`config.mk`:
```
export PLATFORM = sky130hd
export DESIGN_NAME = cube_face_sampler_flat
export DESIGN_NICKNAME = d
export VERILOG_FILES = /design/src/rtl/cube_face_sampler_if.sv /design/src/rtl/cube_face_sampler.sv /design/src/flat_wrapper.sv
export SDC_FILE = /design/constraint.sdc
export NUM_CORES = 1
export LEC_CHECK = 0
export BUFFER_PORTS_ARGS = -buffer_cell sky130_fd_sc_hd__buf_2
export CAP_MARGIN = 10
export CORE_AREA = 8 8 275 277
export DETAILED_ROUTE_END_ITERATION = 8
export DIE_AREA = 0 0 283 285
export GPL_TIMING_DRIVEN = 0
export SETUP_SLACK_MARGIN = 0.1
export SLEW_MARGIN = 5
export SYNTH_ARGS = -nofsm -noshare
export SYNTH_HDL_FRONTEND = slang
export SYNTH_SLANG_ARGS = --single-unit
```
`constraint.sdc`:
```
create_clock -name clk_25MHz -period 14.3 [get_ports clk_25MHz]
set_input_delay 1.43 -clock clk_25MHz [delete_from_list [all_inputs] [get_ports clk_25MHz]]
set_output_delay 1.43 -clock clk_25MHz [all_outputs]
set_load 0.02 [all_outputs]
```
`src/rtl/cube_face_sampler_if.sv`:
```
// Pixel FIFO read port and facelet result burst of cube_face_sampler.
// The slave modport is the sampler's view; master is the FIFO/classifier side.
interface cube_face_sampler_if;
    logic        frame_start;
    logic        d_available;
    logic [15:0] r_data;
    logic        r_en;
    logic        res_valid;
    logic [3:0]  res_idx;
    logic [15:0] res_rgb;
    logic        frame_err;

    modport slave (
        input  frame_start, d_available, r_data,
        output r_en, res_valid, res_idx, res_rgb, frame_err
    );

    modport master (
        output frame_start, d_available, r_data,
        input  r_en, res_valid, res_idx, res_rgb, frame_err
    );
endinterface

```
`src/rtl/cube_face_sampler.sv`:
```
// Averages RGB565 colour over nine fixed facelet windows of one camera frame
// and emits the nine averages as an indexed burst at frame end.
module cube_face_sampler #(
    parameter int unsigned IMG_W      = 320,
    parameter int unsigned IMG_H      = 240,
    parameter int unsigned WIN_LOG2   = 4,
    parameter int unsigned GRID_X0    = 96,
    parameter int unsigned GRID_Y0    = 56,
    parameter int unsigned CELL_PITCH = 64
) (
    input logic                clk_25MHz,
    input logic                rst_n,
    cube_face_sampler_if.slave bus
);
    localparam int unsigned WIN  = 1 << WIN_LOG2;
    localparam int unsigned NPIX = IMG_W * IMG_H;
    localparam int unsigned NWIN = 9;
    localparam int unsigned X_W  = $clog2(IMG_W);
    localparam int unsigned Y_W  = $clog2(IMG_H);
    localparam int unsigned N_W  = $clog2(NPIX + 1);
    localparam int unsigned RB_W = 5 + 2 * WIN_LOG2;
    localparam int unsigned G_W  = 6 + 2 * WIN_LOG2;

    typedef enum logic [1:0] {IDLE, ACTIVE, EMIT} state_t;

    state_t          state;
    logic [X_W-1:0]  x;
    logic [Y_W-1:0]  y;
    logic [N_W-1:0]  issued;
    logic            rd_pend;
    logic            pending;
    logic [3:0]      emit_idx;
    logic [RB_W-1:0] acc_r [NWIN];
    logic [G_W-1:0]  acc_g [NWIN];
    logic [RB_W-1:0] acc_b [NWIN];

    logic [2:0]      col_hit;
    logic [2:0]      row_hit;
    logic            in_win;
    logic [3:0]      win_k;
    logic            last_pix;
    logic            r_en_c;
    logic            clear_c;
    logic [RB_W-1:0] sum0_r;
    logic [G_W-1:0]  sum0_g;
    logic [RB_W-1:0] sum0_b;

    function automatic logic [15:0] avg_rgb(input logic [RB_W-1:0] r,
                                            input logic [G_W-1:0]  g,
                                            input logic [RB_W-1:0] b);
        return {r[RB_W-1 -: 5], g[G_W-1 -: 6], b[RB_W-1 -: 5]};
    endfunction

    // Row/column membership of the current pixel coordinate
    always_comb begin
        col_hit = '0;
        row_hit = '0;
        for (int i = 0; i < 3; i++) begin
            col_hit[i] = (x >= X_W'(GRID_X0 + i * CELL_PITCH)) &&
                         (x <= X_W'(GRID_X0 + i * CELL_PITCH + WIN - 1));
            row_hit[i] = (y >= Y_W'(GRID_Y0 + i * CELL_PITCH)) &&
                         (y <= Y_W'(GRID_Y0 + i * CELL_PITCH + WIN - 1));
        end
    end

    always_comb begin
        in_win = (|col_hit) && (|row_hit);
        win_k  = '0;
        for (int ri = 0; ri < 3; ri++) begin
            for (int ci = 0; ci < 3; ci++) begin
                if (row_hit[ri] && col_hit[ci]) begin
                    win_k = 4'(3 * ri + ci);
                end
            end
        end
    end

    assign last_pix = (x == X_W'(IMG_W - 1)) && (y == Y_W'(IMG_H - 1));
    assign r_en_c   = (state == ACTIVE) && bus.d_available && (issued < N_W'(NPIX));
    assign bus.r_en = r_en_c;

    // Frame (re)start: from IDLE, abort in ACTIVE, or deferred start at burst end
    always_comb begin
        clear_c = 1'b0;
        case (state)
            IDLE, ACTIVE: clear_c = bus.frame_start;
            EMIT:         clear_c = (emit_idx == 4'(NWIN)) && (pending || bus.frame_start);
            default:      clear_c = 1'b0;
        endcase
    end

    // Beat 0 leaves on the same edge as the final pixel, so fold that pixel in
    always_comb begin
        sum0_r = acc_r[0];
        sum0_g = acc_g[0];
        sum0_b = acc_b[0];
        if (rd_pend && in_win && (win_k == 4'd0)) begin
            sum0_r = acc_r[0] + RB_W'(bus.r_data[15:11]);
            sum0_g = acc_g[0] + G_W'(bus.r_data[10:5]);
            sum0_b = acc_b[0] + RB_W'(bus.r_data[4:0]);
        end
    end

    always_ff @(posedge clk_25MHz or negedge rst_n) begin
        if (!rst_n) begin
            state         <= IDLE;
            x             <= '0;
            y             <= '0;
            issued        <= '0;
            rd_pend       <= 1'b0;
            pending       <= 1'b0;
            emit_idx      <= '0;
            bus.res_valid <= 1'b0;
            bus.res_idx   <= '0;
            bus.res_rgb   <= '0;
            bus.frame_err <= 1'b0;
            for (int k = 0; k < NWIN; k++) begin
                acc_r[k] <= '0;
                acc_g[k] <= '0;
                acc_b[k] <= '0;
            end
        end else begin
            bus.res_valid <= 1'b0;
            bus.frame_err <= 1'b0;
            rd_pend       <= r_en_c;

            case (state)
                IDLE: begin
                    if (bus.frame_start) state <= ACTIVE;
                end
                ACTIVE: begin
                    if (bus.frame_start) begin
                        bus.frame_err <= 1'b1;
                    end else begin
                        if (r_en_c) issued <= issued + N_W'(1);
                        if (rd_pend) begin
                            if (in_win) begin
                                acc_r[win_k] <= acc_r[win_k] + RB_W'(bus.r_data[15:11]);
                                acc_g[win_k] <= acc_g[win_k] + G_W'(bus.r_data[10:5]);
                                acc_b[win_k] <= acc_b[win_k] + RB_W'(bus.r_data[4:0]);
                            end
                            if (x == X_W'(IMG_W - 1)) begin
                                x <= '0;
                                y <= y + Y_W'(1);
                            end else begin
                                x <= x + X_W'(1);
                            end
                            if (last_pix) begin
                                state         <= EMIT;
                                emit_idx      <= 4'd1;
                                bus.res_valid <= 1'b1;
                                bus.res_idx   <= 4'd0;
                                bus.res_rgb   <= avg_rgb(sum0_r, sum0_g, sum0_b);
                            end
                        end
                    end
                end
                EMIT: begin
                    if (bus.frame_start) pending <= 1'b1;
                    if (emit_idx < 4'(NWIN)) begin
                        bus.res_valid <= 1'b1;
                        bus.res_idx   <= emit_idx;
                        bus.res_rgb   <= avg_rgb(acc_r[emit_idx], acc_g[emit_idx], acc_b[emit_idx]);
                        emit_idx      <= emit_idx + 4'd1;
                    end else begin
                        pending <= 1'b0;
                        state   <= (pending || bus.frame_start) ? ACTIVE : IDLE;
                    end
                end
                default: state <= IDLE;
            endcase

            // Start of a fresh frame; any read still in flight is dropped
            if (clear_c) begin
                x       <= '0;
                y       <= '0;
                issued  <= '0;
                rd_pend <= 1'b0;
                for (int k = 0; k < NWIN; k++) begin
                    acc_r[k] <= '0;
                    acc_g[k] <= '0;
                    acc_b[k] <= '0;
                end
            end
        end
    end
endmodule

```
`src/flat_wrapper.sv`:
```
// flat-port wrapper written by rule: the top's interface ports become plain ports
module cube_face_sampler_flat 
#(
    parameter int unsigned IMG_W      = 320,
    parameter int unsigned IMG_H      = 240,
    parameter int unsigned WIN_LOG2   = 4,
    parameter int unsigned GRID_X0    = 96,
    parameter int unsigned GRID_Y0    = 56,
    parameter int unsigned CELL_PITCH = 64
)
  (clk_25MHz, rst_n, bus_frame_start, bus_d_available, bus_r_data, bus_r_en, bus_res_valid, bus_res_idx, bus_res_rgb, bus_frame_err);
  cube_face_sampler_if bus_i ();
  input logic clk_25MHz;
  input logic rst_n;
  input wire logic [$bits(bus_i.frame_start)-1:0] bus_frame_start;
  input wire logic [$bits(bus_i.d_available)-1:0] bus_d_available;
  input wire logic [$bits(bus_i.r_data)-1:0] bus_r_data;
  output wire logic [$bits(bus_i.r_en)-1:0] bus_r_en;
  output wire logic [$bits(bus_i.res_valid)-1:0] bus_res_valid;
  output wire logic [$bits(bus_i.res_idx)-1:0] bus_res_idx;
  output wire logic [$bits(bus_i.res_rgb)-1:0] bus_res_rgb;
  output wire logic [$bits(bus_i.frame_err)-1:0] bus_frame_err;
  assign bus_i.frame_start = bus_frame_start;
  assign bus_i.d_available = bus_d_available;
  assign bus_i.r_data = bus_r_data;
  assign bus_r_en = bus_i.r_en;
  assign bus_res_valid = bus_i.res_valid;
  assign bus_res_idx = bus_i.res_idx;
  assign bus_res_rgb = bus_i.res_rgb;
  assign bus_frame_err = bus_i.frame_err;
  cube_face_sampler #(.IMG_W(IMG_W), .IMG_H(IMG_H), .WIN_LOG2(WIN_LOG2), .GRID_X0(GRID_X0), .GRID_Y0(GRID_Y0), .CELL_PITCH(CELL_PITCH)) u_core (.clk_25MHz(clk_25MHz), .rst_n(rst_n), .bus(bus_i));
endmodule
```
* Word level (Yosys, flattened, before mapping) *
Index checks and enable logic that the tools add are counted.

storage, ports and cells
  register bits after elaboration = 424
  word-level logic and storage cells = 219

cells by class
  muxes and demuxes = 98
  $add $sub $neg = 10
  $lt $le $gt $ge = 17
  equality and inequality tests = 13
  reduce and logical (&&, ||, !) cells = 41
  bitwise gates (word level) = 2

operators with widths
  operator               count
  $mux 117               10
  $mux 126               5
  $bwmux 117             2
  $bmux 13 s4            4
  $mux 13                11
  $bwmux 126             1
  $bmux 14 s4            2
  $mux 14                6
  $mux 17                4
  $mux 16                4
  $demux 14 s4           1
  $add 13x5->13          4
  $demux 13 s4           1
  $mux 9                 5
  $mux 8                 5
  $mux 4                 9
  $pmux 16 s2            1
  $add 14x6->14          2
  $logic_and 1x1->1      22
  $ge 9x8->1 const B     2
  $le 9x8->1 const B     2
  $add 17x1->17 const B  1
  $lt 17x17->1 const B   1
  $le 8x8->1 const B     2
  other kinds (36)       74

* Longest topological paths before layout *
Gate-level depths: netlist of the first run.

  depth after elaboration = 22
  gate-level depth with buffers = 26
  depth with buffers taken out = 20

* Worst setup path after synthesis of the first run *
OpenSTA, ideal clock, no wires.

  path kind = flip-flop to flip-flop
  start point = reg u_core.y[3]
  end point = reg u_core.acc_g[107] in the netlist's numbering
  required time = 14233 ps
  period minus slack after synthesis = 5483 ps
  arrival = 5415 ps
  library setup time = 67 ps
  path slack = 8817 ps
  cell stages (with the launch flop) = 25
  cells stage by stage = dfrtp_1 -> buf_2 -> or4b_4 -> o22a_2 -> o22ai_4 -> buf_2 -> buf_2 -> buf_2 -> buf_2 -> buf_1 -> buf_1 -> nand2_1 -> a31oi_1 -> o22ai_1 -> nor2_1 -> ha_1 -> a21o_1 -> a21oi_1 -> o21bai_1 -> a21oi_1 -> nor2b_1 -> o22ai_1 -> nor3_1 -> xnor2_1 -> a22o_1

on the way
  longest elaborated chain between the ends = 22

ends and longest elaborated chain
  element                                               line                                              source
  start: declaration                                    cube_face_sampler.sv:28                           logic [Y_W-1:0] y;
  start signal: assignment                              cube_face_sampler.sv:144                          y <= y + Y_W'(1);
  $ge 8x6->1 / $le 8x7->1 (equally long branches)       cube_face_sampler.sv:61, cube_face_sampler.sv:62
  $logic_and 1x1->1                                     cube_face_sampler.sv:61                           row_hit[i] = (y >= Y_W'(GRID_Y0 + i * CELL_PITCH)) &&
  $logic_and 1x1->1                                     cube_face_sampler.sv:71                           if (row_hit[ri] && col_hit[ci]) begin
  $mux 1                                                cube_face_sampler.sv:71
  $mux 2 (2 in series)                                  cube_face_sampler.sv:71
  $mux 3 (4 in series)                                  cube_face_sampler.sv:71
  $mux 4                                                cube_face_sampler.sv:71
  $not 4->5 (not written as such)                       cube_face_sampler.sv:139                          acc_g[win_k] <= acc_g[win_k] + G_W'(bus.r_data[10:5]);
  [... 2 more ...]                                      n/a
  $mux 14 (not written as such)                         cube_face_sampler.sv:139
  $add 14x6->14 / $demux 14 s4 (equally long branches)  cube_face_sampler.sv:139
  $bwmux 126                                            cube_face_sampler.sv:139
  $mux 126                                              cube_face_sampler.sv:137                          if (in_win) begin
  $mux 126                                              cube_face_sampler.sv:136                          if (rd_pend) begin
  $mux 126                                              cube_face_sampler.sv:132                          if (bus.frame_start) begin
  $mux 126                                              cube_face_sampler.sv:127                          case (state)
  $mux 126                                              cube_face_sampler.sv:174                          if (clear_c) begin
  end signal: indexed assignment                        cube_face_sampler.sv:139
  end: declaration                                      cube_face_sampler.sv:34                           logic [G_W-1:0] acc_g [NWIN];

Several ways; a longest one is shown, not always the timed one. The select of a mux whose other input is x is not followed.
A chain may end at the register's enable or synchronous reset.

* Worst setup path after layout of the first run *
  start point = reg u_core.x[0]
  end point = reg u_core.acc_g[121] in the netlist's numbering

on the way
  longest elaborated chain between the ends = 22

ends and longest elaborated chain
  element                                               line                                              source
  start: declaration                                    cube_face_sampler.sv:27                           logic [X_W-1:0] x;
  start signal: assignment                              cube_face_sampler.sv:146                          x <= x + X_W'(1);
  $ge 9x8->1 / $le 9x8->1 (equally long branches)       cube_face_sampler.sv:59, cube_face_sampler.sv:60
  $logic_and 1x1->1                                     cube_face_sampler.sv:59                           col_hit[i] = (x >= X_W'(GRID_X0 + i * CELL_PITCH)) &&
  $logic_and 1x1->1                                     cube_face_sampler.sv:71
  $mux 1                                                cube_face_sampler.sv:71
  $mux 2 (2 in series)                                  cube_face_sampler.sv:71
  $mux 3 (4 in series)                                  cube_face_sampler.sv:71
  $mux 4                                                cube_face_sampler.sv:71
  $not 4->5 (not written as such)                       cube_face_sampler.sv:139
  [... 2 more ...]                                      n/a
  $mux 14 (not written as such)                         cube_face_sampler.sv:139
  $add 14x6->14 / $demux 14 s4 (equally long branches)  cube_face_sampler.sv:139
  $bwmux 126                                            cube_face_sampler.sv:139
  $mux 126                                              cube_face_sampler.sv:137
  $mux 126                                              cube_face_sampler.sv:136
  $mux 126                                              cube_face_sampler.sv:132
  $mux 126                                              cube_face_sampler.sv:127
  $mux 126                                              cube_face_sampler.sv:174

Several ways; a longest one is shown, not always the timed one. The select of a mux whose other input is x is not followed.

==> impl_metrics.json, run 1 <==
{
  "place_area_sq_mm": 0.0243,
  "maxSlewViolCount": 0,
  "dieArea_sq_mm": 0.0807,
  "final_nets": 2500,
  "cp_data_arrival_time_ns": 10.61,
  "netlist_top_cells_count": "nand2_1, dfrtp_1, a22o_1, clkbuf_1, nor2_1",
  "cts_tree": "yes",
  "synth_cell_types": 89,
  "yosys.area.top_type": "dfrtp_1",
  "max_clock_freq_ghz": 0.0991,
  "drv_cap": 0,
  "cts_setup_buffers": 0,
  "synth-edff-count": 0,
  "fill_cells": 7080,
  "grt_use_total": 0.227,
  "critPathCaptureType": "flip-flop",
  "holdWs_ns": 0.479,
  "fin_area_sq_mm": 0.0260,
  "place_hpwl_um": 65600,
  "path_clk_slew_ns": 0.06,
  "syn_nets": 2395,
  "place.gp.congestion": 0.985,
  "grt_pass1_vias": 20600,
  "critPathSlowestCell": "o2111ai_1",
  "wl_per_cell_um": 27.9,
  "rows": 98,
  "finalWorstSetupSlack_ns": 4.21,
  "cp_slowest_stage_delay_ns": 0.99,
  "synth_ff_type": "dfrtp_1",
  "core_area_sq_mm": 0.0710,
  "drc": 0,
  "hp-start": "u_core.bus.res_rgb[11]",
  "cts_buffers": 47,
  "cts.htree.levels": 2,
  "ant_nets": 0,
  "holdBufCountCts": 0,
  "gr-total-overflow": 0,
  "worstPathCellList": "ha_1 -> clkbuf_1 -> o2111ai_1 -> nor2_1 -> nor2_1 -> clkbuf_1 -> clkbuf_1 -> clkbuf_1 -> buf_1 -> nand3_1 -> a21oi_1 -> nor2_1 -> ha_1 -> a21o_1 -> a21oi_1 -> o21bai_1 -> a21oi_1 -> nor2b_1 -> o22ai_1 -> nor3_1 -> xnor2_1 -> a22o_1",
  "power.density_mw_per_mm2": 123,
  "finalCritPeriodShare": 0.705,
  "numPortBuffers": 42,
  "status": "complete, no violations",
  "dp_slack_ns": 4.91,
  "grt_pass1_wl_um": 139000,
  "crit_family": "buffers and inverters",
  "ff2ff_path_depth": 22,
  "fin_tns_setup_ns": 0,
  "syn_inst": 2330,
  "slew_headroom": 0.135,
  "syn_area_sq_mm": 0.0226,
  "rr_startpoint": "u_core.x[0]",
  "setup_viol": 0,
  "ys_async_sr_fraction": 1.00,
  "holdCritPathClass": "flip-flop to flip-flop",
  "fin_skew_ns": 0.0333,
  "rrSetupSlack_ns": 4.21,
  "clk_latency_ns": 0.62,
  "syn2layout_area_growth_pct": 15.0,
  "hold_end": "u_core.bus.res_rgb[11]",
  "cp_common_cell": "clkbuf_1",
  "first_pass_iters": 6,
  "holdPathStages": 2,
  "cts.sinks": 424,
  "grt_max_degree": 117,
  "die_w_um": 283,
  "ios": 43,
  "rr_endpoint": "u_core.acc_g[121]",
  "yosys_warnings": 0,
  "synth_most_common_cell": "nand2_1",
  "hold_viol": 0,
  "power_leakage_nw": 11.2,
  "synth.area.top_cells": "dfrtp_1, a22o_1, nand2_1",
  "ys_seq_elements": 424,
  "yosysSeqAreaShare": 0.470,
  "initial_core_util": 0.318,
  "cts_buffer_depth": 3,
  "root_buffer": "clkbuf_16",
  "startpoint_type": "flip-flop",
  "crit_fanout": 11,
  "peakVddDrop_mv": 0.0774,
  "critPathBufInv": 5,
  "antenna_found_initial": 2,
  "rsz0062_at_grt": "no",
  "dr_total_vias": 21200,
  "cts_resized": 0,
  "drive_gt1_frac": 0.103,
  "drt_iter0_drc": 2959,
  "fin_crit_ns": 10.09,
  "multiInputGateArea_sq_mm": 0.0111,
  "yosysTopAreaCellShare": 0.470,
  "crit_type": "flip-flop to flip-flop",
  "worstMarginPinSlew_ns": 1.30,
  "drt-vias-per-instance": 6.18,
  "ff_latch_area_sq_mm": 0.0106,
  "power_w": 0.00320,
  "die_y_um": 285,
  "critPathRequiredTime_ns": 14.82,
  "drt-total-wl_um": 95400,
  "syn_avg_cell_area_sq_um": 9.70
}
per-stage QoR:
stage / util / std cells
2_1_floorplan: - / 2330
3_3_place_gp: 0.338 / 3322
3_5_place_dp: 0.342 / 3336
4_1_cts: 0.366 / 3424
5_1_grt: 0.366 / 3424
6_report: 0.366 / 3426
per-layer routing:
layer / routed length [um] / GRT usage
met3: 10200 / 0.0621
met2: 41500 / 0.339
met4: 5950 / 0.130
met1: 37800 / 0.293
met5: 11 / 0
state kept, by name, summed over array words and instances (netlist names), 2 cells and up:
register / count
u_core.issued: 17
u_core.bus.res_rgb: 16
u_core.emit_idx: 4
u_core.acc_r: 117
u_core.y: 8
u_core.acc_b: 117
u_core.bus.res_idx: 4
u_core.state: 2
u_core.acc_g: 126
u_core.x: 9
worst register-to-register path, delay by kind of cell (launching register included):
kind	cells	cell delay [ns]
AOI/OAI and AO/OA	8	3.23
adders and majority gates	2	0.53
buffers and inverters	5	3.25
and+or+nand+nor	6	1.85
xor gates and xnor gates	1	0.73
DFF	1	0.42
final cells by class:
type                            count  area share
Sequential cell                   424       0.408
Clock inverter                     20      0.0115
Clock buffer                       68      0.0538
Multi-Input combinational cell   1688       0.429
Antenna cell                        2    0.000193
Timing Repair Buffer               56      0.0175
Inverter                           26     0.00376
Buffer                            192      0.0305
Tap cell                          950      0.0458
worst max path at each step:
stage                start  depth (start not counted)                 to  slack [ns]
3_3_place_gp         rst_n                          1   u_core.acc_b[64]        3.31
3_5_place_dp   u_core.x[0]                         22  u_core.acc_g[121]        4.91
4_1_cts        u_core.x[0]                         22  u_core.acc_g[121]        4.86
5_1_grt        u_core.x[0]                         22  u_core.acc_g[121]        4.21
6_report       u_core.x[0]                         22  u_core.acc_g[121]        4.21
2_1_floorplan  u_core.y[3]                         24  u_core.acc_g[107]        8.82
layout by cell type (no fill, tap or decap), drive strengths merged, types with 42 or more instances in the layout:
cell type,Yosys,routed
o31ai,64,64
a21oi,90,90
dfrtp,424,424
o21ai,123,123
nand3,77,77
clkbuf,135,203
nand2,428,428
buf,57,113
ha,42,42
nor2,130,130
mux2i,45,45
a22o,252,252
where the power goes:
| part | internal (W) | switching (W) | total (W) |
|---|---|---|---|
| registers | 0.00123 | 0.0000277 | 0.00126 |
| logic | 0.000128 | 0.000467 | 0.000595 |
| clock network | 0.000807 | 0.000541 | 0.00135 |
logic make-up (layout without fill, tap and decap cells):
family	count (synthesis)	in the layout	share of synthesized area
AO/OA/AOI/OAI	719	719	0.235
XOR/XNOR	51	51	0.0198
adder cells (fa/ha/maj)	45	45	0.0259
buffers and inverters	218	362	0.0394
flip-flops	424	424	0.470
multiplexers	82	82	0.0543
other	0	2	0
AND/OR/NAND/NOR	791	791	0.156
(Power assumes the default switching activity.)
==> run 2, diff against run 1 <==
--- a/config.mk
+++ b/config.mk
@@ -5,11 +5,12 @@
 export SDC_FILE = /design/constraint.sdc
 export NUM_CORES = 1
 export LEC_CHECK = 0
+export ABC_AREA = 1
 export BUFFER_PORTS_ARGS = -buffer_cell sky130_fd_sc_hd__buf_2
 export CAP_MARGIN = 10
-export CORE_AREA = 8 8 275 277
+export CORE_AREA = 8 8 277 279
 export DETAILED_ROUTE_END_ITERATION = 8
-export DIE_AREA = 0 0 283 285
+export DIE_AREA = 0 0 285 287
 export GPL_TIMING_DRIVEN = 0
 export SETUP_SLACK_MARGIN = 0.1
 export SLEW_MARGIN = 5
==> constraint.sdc (replaced) <==
create_clock -name clk_25MHz -period 10.3 [get_ports clk_25MHz]
set_input_delay 1.03 -clock clk_25MHz [delete_from_list [all_inputs] [get_ports clk_25MHz]]
set_output_delay 1.03 -clock clk_25MHz [all_outputs]
set_load 0.02 [all_outputs]
==> impl_metrics.json, run 2 <==
{
  "seq_power_share": 0.359,
  "worstMarginPinSlew_ns": 1.37,
  "initial_core_util": 0.316,
  "drt-vias-per-instance": 5.50,
  "fin_skew_ns": 0.0329,
  "maxSlewViolCount": 0,
  "critPathRequiredTime_ns": 10.74,
  "synth.area.top_cells": "dfrtp_1, nand2_1, inv_1",
  "fin_crit_ns": 6.87,
  "crit_type": "flip-flop to flip-flop",
  "yosys.area.top_type": "dfrtp_1",
  "yosysTopAreaCellShare": 0.464,
  "first_pass_iters": 6,
  "cts.sinks": 424,
  "pwr-share-clk": 0.366,
  "cp_slowest_stage_delay_ns": 0.91,
  "ios": 43,
  "synth-edff-count": 0,
  "die_y_um": 287,
  "dieArea_sq_mm": 0.0818,
  "wl_per_cell_um": 22.9,
  "cp_data_arrival_time_ns": 7.31,
  "cts_setup_buffers": 0,
  "max_clock_freq_ghz": 0.145,
  "ant_nets": 0,
  "syn_nets": 3054,
  "drv_cap": 0,
  "cts_buffers": 48,
  "final_common_cell": "nand2_1",
  "drt-total-wl_um": 93500,
  "finalWorstSetupSlack_ns": 3.43,
  "syn_inst": 2989,
  "pwr-share-comb": 0.275,
  "grt_pass1_wl_um": 139000,
  "ys_seq_elements": 424,
  "top_register": "u_core.acc_g",
  "hold_viol": 0,
  "use_met2": 0.330,
  "cts_buffer_depth": 3,
  "drc": 0,
  "holdCritPathClass": "input pin to async pin",
  "status": "complete, no violations",
  "grt_use_total": 0.222,
  "p_sw_w": 0.00195,
  "synth_most_common_cell": "nand2_1",
  "yosys_warnings": 0,
  "cts_resized": 0,
  "place_hpwl_um": 65200,
  "root_buffer": "clkbuf_16",
  "worstPathCellList": "ha_1 -> nand2_1 -> nor2_1 -> nand3_1 -> nand2_1 -> nand3_2 -> nand4_2 -> clkbuf_1 -> clkbuf_1 -> o21ai_0 -> nand2_1 -> a21oi_1 -> ha_1 -> a21oi_1 -> inv_1 -> a31oi_1 -> nor2_1 -> nor2_1 -> nor2_1 -> o21ai_0 -> nand2_1 -> nand2_2 -> xor2_1 -> o22ai_1",
  "largest_reg_flops": 126,
  "final_cell_mix": "nand2_1, dfrtp_1, inv_1, nand3_1, o21ai_0",
  "power.density_mw_per_mm2": 196,
  "reg_top3": "u_core.acc_g (126), u_core.acc_b (117), u_core.acc_r (117)",
  "synth_compound_area_frac": 0.150,
  "ys_async_sr_fraction": 1.00,
  "grt_pass1_vias": 21300,
  "finalCritPeriodShare": 0.667,
  "synth_cell_types": 55,
  "synth-xor-area-share": 0.00946,
  "synthSimpleGateAreaFrac": 0.268,
  "place.gp.congestion": 0.991,
  "synth_adder_area_share": 0.0256,
  "synth_ff_type": "dfrtp_1",
  "rr_endpoint": "u_core.acc_g[119]",
  "ff2ff_path_depth": 24,
  "cts_tree": "yes",
  "core_area_sq_mm": 0.0723,
  "peakVddDrop_mv": 0.147,
  "power_leakage_nw": 12.3,
  "dr_total_vias": 22500,
  "netlist_top_cells_count": "nand2_1, dfrtp_1, inv_1, nand3_1, o21ai_0",
  "antenna_found_initial": 1,
  "drive_gt1_frac": 0.0823,
  "rsz0062_at_grt": "no",
  "rr_startpoint": "u_core.x[1]",
  "syn_area_sq_mm": 0.0229,
  "fin_tns_setup_ns": 0,
  "holdBufCountCts": 0,
  "yosysSeqAreaShare": 0.464,
  "clk_latency_ns": 0.62,
  "p_sw_frac": 0.381,
  "crit_fanout": 10,
  "syn_avg_cell_area_sq_um": 7.65,
  "drt_iter0_drc": 2975,
  "dp_slack_ns": 3.75,
  "rrSetupSlack_ns": 3.43,
  "critPathCaptureType": "flip-flop",
  "critPathSlowestCell": "clkbuf_1",
  "internal-power_w": 0.00317,
  "slew_headroom": 0.0881,
  "final_core_util": 0.361,
  "die_w_um": 285,
  "grt_max_degree": 96,
  "grtUsageMet3": 0.0509,
  "use_met1": 0.301,
  "rows": 99,
  "startpoint_type": "flip-flop",
  "syn2layout_area_growth_pct": 14.2,
  "synthMuxAreaShare": 0.000437,
  "cts.htree.levels": 2,
  "gr-total-overflow": 0,
  "numPortBuffers": 42,
  "busiest_layer": "met2",
  "synth_top_family_by_area": "simple AND/OR/NAND/NOR gates",
  "final_nets": 3150,
  "setup_viol": 0,
  "path_clk_slew_ns": 0.06
}
==> run 2: cell types whose count changed after synthesis, sizes merged, moves of 58 or more <==
cell / delta
a22o: -252
clkbuf: -58
inv: +304
nand2: +542
nand3: +158
o21ai: +103
o22ai: +123
o31ai: -62
==> run 2: area by class of cell <==
cell class | count | area, sq um
Antenna cell | 1 | 2.50
Buffer | 132 | 596
Clock buffer | 70 | 1400
Clock inverter | 18 | 310
Fill cell | 7650 | 46200
Inverter | 343 | 1290
Multi-Input combinational cell | 2090 | 10400
Sequential cell | 424 | 10600
Tap cell | 959 | 1200
Timing Repair Buffer | 46 | 330
==> run 2: metrics by stage <==
| stage | total power [W] | area [sq um] | std cells | hold slack (ns) |
|---|---|---|---|---|
| final | 0.00512 | 26100 | 4083 | 0.406 |
| after global routing | 0.00529 | 26100 | 4082 | 0.432 |
| after CTS | 0.00509 | 26100 | 4082 | 0.429 |
| after detailed placement | 0.00323 | 24400 | 3994 | 0.465 |
| after global placement | 0.00322 | 24300 | 3990 | 0.459 |
| after floorplan | 0.00260 | 22900 | 2989 | 0.443 |
==> run 2: cells by family (layout without fill, tap and decap cells) <==
kind of cell    Yosys count  count (layout)
compound gates          584             584
xor+xnor                 23              23
fa+ha+maj                45              45
buf+inv                 475             609
flops                   424             424
mux                       1               1
other cells               0               1
simple gates           1437            1437
==> run 2: worst max-delay path by stage <==
stage | from | end | slack, ns | cells after the start
floorplan | u_core.x[0] | u_core.acc_g[105] | 5.93 | 27
global placement | rst_n | u_core.acc_r[40] | -0.84 | 1
detailed placement | u_core.x[0] | u_core.acc_g[48] | 3.75 | 25
CTS | u_core.x[0] | u_core.acc_g[34] | 3.70 | 25
global route | u_core.x[1] | u_core.acc_g[21] | 3.11 | 24
finish | u_core.x[1] | u_core.acc_g[119] | 3.43 | 24
==> run 2: critical path: cells and delay by family (launching register included) <==
kind                     cells  cell delay, ns
buffers and inverters        3            1.77
flip-flops                   1            0.38
XOR/XNOR                     1            0.72
adder cells (fa/ha/maj)      2            0.45
AO/OA/AOI/OAI                6            1.28
AND/OR/NAND/NOR             12            2.09
==> run 2: power groups by stage <==
stage	Sequential [W]	Combinational [W]	Clock (W)
after global placement	0.00186	0.00135	0
after CTS	0.00184	0.00137	0.00189
after floorplan	0.00189	0.000713	0
after detailed placement	0.00187	0.00136	0
final	0.00184	0.00141	0.00187
after global routing	0.00185	0.00149	0.00195
==> run 2: metal layers <==
| layer | vias to the layer above | routed length [um] | part of all wire |
|---|---|---|---|
| met2 | 1385 | 39600 | 0.42 |
| met3 | 295 | 10100 | 0.11 |
| met5 | - | 0 | 0 |
| met1 | 10700 | 38600 | 0.41 |
| met4 | 0 | 5220 | 0.056 |
| li1 | 10100 | - | - |
